File: src/rtl/pulse_pkg.sv
// Shared symbol codes and classifier state encoding for the keylock pulse path.
package pulse_pkg;

  localparam logic [1:0] SYM_SHORT = 2'b00;
  localparam logic [1:0] SYM_LONG  = 2'b01;
  localparam logic [1:0] SYM_ERR   = 2'b10;
  localparam logic [1:0] SYM_END   = 2'b11;

  localparam logic [1:0] ST_IDLE = 2'd0;
  localparam logic [1:0] ST_HIGH = 2'd1;
  localparam logic [1:0] ST_HOLD = 2'd2;
  localparam logic [1:0] ST_LOW  = 2'd3;

  typedef enum logic [1:0] {
    IDLE = ST_IDLE,
    HIGH = ST_HIGH,
    HOLD = ST_HOLD,
    LOW  = ST_LOW
  } state_t;

endpackage

File: src/rtl/sync_deglitch.sv
// Multi-flop input synchroniser with optional 2-cycle stability filter.
// Filter is built when DEGLITCH_EN is defined.
module sync_deglitch #(
  parameter int STAGES = 2
) (
  input  logic clk,
  input  logic rst_n,
  input  logic din,
  output logic din_s
);

  logic [STAGES-1:0] sync_q;

  always_ff @(posedge clk or negedge rst_n) begin
    if (!rst_n) begin
      sync_q <= '0;
    end else begin
      sync_q <= {sync_q[STAGES-2:0], din};
    end
  end

`ifdef DEGLITCH_EN
  logic prev_q;
  logic filt_q;

  // Output follows only once two consecutive samples agree.
  always_ff @(posedge clk or negedge rst_n) begin
    if (!rst_n) begin
      prev_q <= 1'b0;
      filt_q <= 1'b0;
    end else begin
      prev_q <= sync_q[STAGES-1];
      if (sync_q[STAGES-1] == prev_q) begin
        filt_q <= prev_q;
      end
    end
  end

  assign din_s = filt_q;
`else
  assign din_s = sync_q[STAGES-1];
`endif

endmodule

File: src/rtl/pulse_symbol_classifier.sv
// Classifies DIN high pulses as SHORT/LONG/ERROR, detects END gaps.
// Optional input deglitch filter: define DEGLITCH_EN.
module pulse_symbol_classifier
  import pulse_pkg::*;
#(
  parameter int CNT_W       = 8,
  parameter int SHORT_MAX   = 3,
  parameter int LONG_MAX    = 8,
  parameter int GAP_MIN     = 6,
  parameter int SYNC_STAGES = 2
) (
  input  logic       CLK,
  input  logic       RST_N,
  input  logic       DIN,
  input  logic       SYM_READY,
  output logic       SYM_VALID,
  output logic [1:0] SYM,
  output logic       DOUT_SHORT,
  output logic       DOUT_LONG,
  output logic       OVERFLOW
);

  localparam logic [CNT_W-1:0] CNT_ONE = CNT_W'(1);
  localparam logic [CNT_W-1:0] CNT_MAX = '1;
  localparam logic [CNT_W-1:0] SHORT_C = CNT_W'(SHORT_MAX);
  localparam logic [CNT_W-1:0] LONG_C  = CNT_W'(LONG_MAX);
  localparam logic [CNT_W-1:0] GAP_C   = CNT_W'(GAP_MIN);

  logic din_s;

  sync_deglitch #(
    .STAGES(SYNC_STAGES)
  ) u_sync (
    .clk  (CLK),
    .rst_n(RST_N),
    .din  (DIN),
    .din_s(din_s)
  );

  state_t           state_q;
  state_t           state_d;
  logic [CNT_W-1:0] cnt_q;
  logic [CNT_W-1:0] cnt_d;
  logic [CNT_W-1:0] cnt_inc;
  logic             emit;
  logic [1:0]       emit_sym;

  assign cnt_inc = (cnt_q == CNT_MAX) ? cnt_q : cnt_q + CNT_ONE;

  always_ff @(posedge CLK or negedge RST_N) begin
    if (!RST_N) begin
      state_q <= IDLE;
      cnt_q   <= '0;
    end else begin
      state_q <= state_d;
      cnt_q   <= cnt_d;
    end
  end

  always_comb begin
    state_d  = state_q;
    cnt_d    = cnt_q;
    emit     = 1'b0;
    emit_sym = SYM_SHORT;
    unique case (state_q)
      IDLE: begin
        if (din_s) begin
          state_d = HIGH;
          cnt_d   = CNT_ONE;
        end
      end
      HIGH: begin
        if (din_s) begin
          // One more high cycle would pass LONG_MAX.
          if (cnt_q >= LONG_C) begin
            emit     = 1'b1;
            emit_sym = SYM_ERR;
            state_d  = HOLD;
          end else begin
            cnt_d = cnt_inc;
          end
        end else begin
          emit     = 1'b1;
          emit_sym = (cnt_q <= SHORT_C) ? SYM_SHORT : SYM_LONG;
          state_d  = LOW;
          cnt_d    = CNT_ONE;
        end
      end
      HOLD: begin
        if (!din_s) begin
          state_d = LOW;
          cnt_d   = CNT_ONE;
        end
      end
      LOW: begin
        if (din_s) begin
          state_d = HIGH;
          cnt_d   = CNT_ONE;
        end else if (cnt_inc >= GAP_C) begin
          emit     = 1'b1;
          emit_sym = SYM_END;
          state_d  = IDLE;
        end else begin
          cnt_d = cnt_inc;
        end
      end
    endcase
  end

  // One-entry output register; strobes ignore backpressure.
  always_ff @(posedge CLK or negedge RST_N) begin
    if (!RST_N) begin
      SYM_VALID  <= 1'b0;
      SYM        <= SYM_SHORT;
      DOUT_SHORT <= 1'b0;
      DOUT_LONG  <= 1'b0;
      OVERFLOW   <= 1'b0;
    end else begin
      DOUT_SHORT <= emit && (emit_sym == SYM_SHORT);
      DOUT_LONG  <= emit && (emit_sym == SYM_LONG);
      if (emit) begin
        if (!SYM_VALID || SYM_READY) begin
          SYM_VALID <= 1'b1;
          SYM       <= emit_sym;
        end else begin
          OVERFLOW <= 1'b1;
        end
      end else if (SYM_READY) begin
        SYM_VALID <= 1'b0;
      end
    end
  end

endmodule

File: config.mk
export PLATFORM = sky130hd
export DESIGN_NAME = pulse_symbol_classifier
export DESIGN_NICKNAME = d
export VERILOG_FILES = /design/src/rtl/pulse_pkg.sv /design/src/rtl/sync_deglitch.sv /design/src/rtl/pulse_symbol_classifier.sv
export SDC_FILE = /design/constraint.sdc
export NUM_CORES = 1
export LEC_CHECK = 0
export CORE_MARGIN = 5
export CORE_UTILIZATION = 40
export DETAILED_ROUTE_END_ITERATION = 8
export GPL_TIMING_DRIVEN = 0
export HOLD_SLACK_MARGIN = 0.05
export PLACE_DENSITY_LB_ADDON = 0.15
export SYNTH_ARGS = -nofsm -noshare
export SYNTH_HDL_FRONTEND = slang
export SYNTH_HIERARCHICAL = 1
export SYNTH_SLANG_ARGS = --single-unit
File: constraint.sdc
create_clock -name CLK -period 2.1 [get_ports CLK]
set_clock_uncertainty 0.1 [all_clocks]
set_input_delay 0.63 -clock CLK [delete_from_list [all_inputs] [get_ports CLK]]
set_output_delay 0.63 -clock CLK [all_outputs]
set_load 0.01 [all_outputs]
==> reports/qor.csv <==
metric,value,unit
GRT Util Overall,13.0,%
LEAKAGE,0.560,nW
Peak Freq,461,MHz
crit path launch type,register,
final WL,2.10,mm
R2R Path Start,cnt_q[1],
Setup TNS Final,-0.101,ns
r2r endpoint,state_q[1],
DPL Wire Length,1.51,mm
RSZ-0062 raised after global routing,yes,
Synthesized Nets,109,
Worst Path Arrival,2.25,ns
worst-case reg-to-reg path depth,7,
Hold Path Origin,u_sync/sync_q[0],
Rel. slew slack,45.9,%
number of global-route vias before repair,776,
final worst-path setup slack,-0.0682,ns
Least-Margin Pin Slew,0.809,ns
first-pass GRT wire length,3.57,mm
Syn. warnings,6,
Post-Syn Instances,99,
Max VDD drop,0.775,mV
crit path capture type,register,
worst min-delay path endpoint,u_sync/sync_q[1],
"Seq/Total Area, Yosys",43.7,%
Post-synth top flop,dfrtp_1,
largest net degree at the start of global routing,19,
die outline width,60.8,um
clock buffer count from CTS,3,
failing checks,setup timing,
DRC viols,0,
"Avg Cell Area, Syn",10.4,um2
Synth Register Bits,18,
Area Growth Syn to Fin,25.7,%
Hold Crit Class,reg2reg,
run status,"finished, violations left",
Pre-antenna DRT Iters,4,
share of post-route cells with drive strength above 1,25.0,%
Post-synth EDFFs,0,
PwrDens,1140,mW/mm2
Max Slew Vio Count,0,
remaining antenna violation count after routing,0,
Root Driver,clkbuf_4,
DR vias,794,
core area,0.00248,mm2
CTS tree,done,
nets,128,
Initial Util,41.6,%
grt ovf,0,
Antenna Cells,0,
DR iter-0 viols,18,
setup violators final,2,
Yosys cell types,41,
Post-Layout Inst Area,0.00130,mm2
clk sinks,18,
clock-pin transition on the worst setup and hold timing paths,0.10,ns
MaxCap Viol Count,0,
critical path type,reg2reg,
register-to-register setup slack,-0.07,ns
worst hold path depth,0,
initial antenna violation count,0,
DIE HEIGHT,60.8,um
DR vias/cell,5.44,
final estimated routing congestion in global placement,0.840,
period utilization,103,%
fin crit period,2.17,ns
Clock Tree Buf Depth,2,
Hold Buf Count CTS,0,
Async SR Flop Fraction,100,%
DR WL/cell,14.4,um
total power,1.48,mW
final hold violations,0,
port buffer count,9,
H-tree depth,1,
"Req. time, crit path",2.18,ns
I/O Pins,10,
"Clk Latency, worst-skew pair",0.29,ns
synthesized cell area,0.00103,mm2
Rows,18,
fin util,52.3,%
pre-CTS setup slack,-0.179,ns
die area,0.00369,mm2
CP max FO,3,
DP Area,0.00118,mm2
## logic make-up (layout without fill, tap and decap cells)
| logic type | count (synthesis) | in the layout | share of synthesized area (%) |
|---|---|---|---|
| AND/OR/NAND/NOR | 39 | 39 | 22.6 |
| AO/OA/AOI/OAI | 22 | 22 | 16.6 |
| flip-flops | 18 | 18 | 43.7 |
| buffers and inverters | 8 | 25 | 3.64 |
| adder cells (fa/ha/maj) | 7 | 7 | 8.25 |
| multiplexers | 4 | 4 | 4.37 |
| XOR/XNOR | 1 | 1 | 0.850 |
## where the power goes
group | switching [mW] | internal (mW)
sequential | 0.0727 | 0.433
combinational | 0.373 | 0.425
clock | 0.106 | 0.0667
total | 0.552 | 0.925
## cell usage after synthesis (2+ instances only)
library cell  number  area, um2
a21oi_1            2       10.0
nand2b_1           2       12.5
o21ai_1            2       10.0
o22ai_1            2       12.5
nand4_1            2       12.5
dfrtp_1           18        450
nand2_1            8       30.0
o21ai_0            3       15.0
o221ai_1           2       17.5
nand3_1            2       10.0
ha_1               6       75.1
nor2b_1            6       37.5
inv_1              6       22.5
a21boi_0           2       15.0
nor2_1             6       22.5
and3_1             3       18.8
mux2i_1            3       30.0
## cell type report
type                            count  area, um2
Fill cell                         249       1180
Multi-Input combinational cell     73        612
Sequential cell                    18        452
Timing Repair Buffer               14        135
Tap cell                           30       37.5
Clock buffer                        3       22.5
Inverter                            6       22.5
Buffer                              2       15.0
## cell usage in the layout (no fill, tap or decap), types with 4 or more instances in the layout
master / count
clkdlybuf4s50_1: 9
dfrtp_1: 17
ha_1: 4
inv_1: 4
nand2_1: 7
nor2_1: 5
nor2b_1: 5
## how the worst max path moves through the flow
stage                     depth (start not counted)  slack, ns  startpoint    endpoint
after global routing                              7      -0.14    cnt_q[0]  state_q[1]
after global placement                            7      -0.16    cnt_q[0]  state_q[1]
after floorplan                                   7      -0.05    cnt_q[1]  state_q[1]
after detailed placement                          7      -0.18    cnt_q[1]  state_q[1]
after CTS                                         7      -0.07    cnt_q[0]  state_q[1]
final                                             7      -0.07    cnt_q[1]  state_q[1]
## routing by layer
layer | share of wire [%] | track usage [%] | routed length, um
met1 | 45 | 17.1 | 951
met2 | 51 | 21.1 | 1070
met3 | 3.2 | 2.55 | 68
met4 | 0.62 | 4.64 | 13
met5 | 0 | 0 | 0
## stage by stage
stage	hold WS, ns	std cells
after floorplan	0.231	99
after CTS	0.265	146
after detailed placement	0.242	138
after global placement	0.232	138
after global routing	0.276	146
final	0.260	146
## state kept, by name, indices dropped and copies added (netlist names)
| signal | count |
|---|---|
| u_sync/sync_q | 2 |
| cnt_q | 8 |
| SYM | 2 |
| DOUT_SHORT | 1 |
| OVERFLOW | 1 |
| DOUT_LONG | 1 |
| state_q | 2 |
| SYM_VALID | 1 |
## worst max-delay path: stages, from the launching register on
cell and delay, ns:
dfrtp_1 0.42, inv_2 0.09, ha_4 0.20, maj3_2 0.32, o22ai_4 0.18, o2111ai_4 0.16, o22a_2 0.28, mux2_4 0.29
## what timing repair did
action,in CTS,in global routing
resized for setup,5,10
pin swaps,3,2
setup buffers,5,0
endpoints found under the setup margin,10,12
Note: power is estimated with default switching activity, not from simulation.
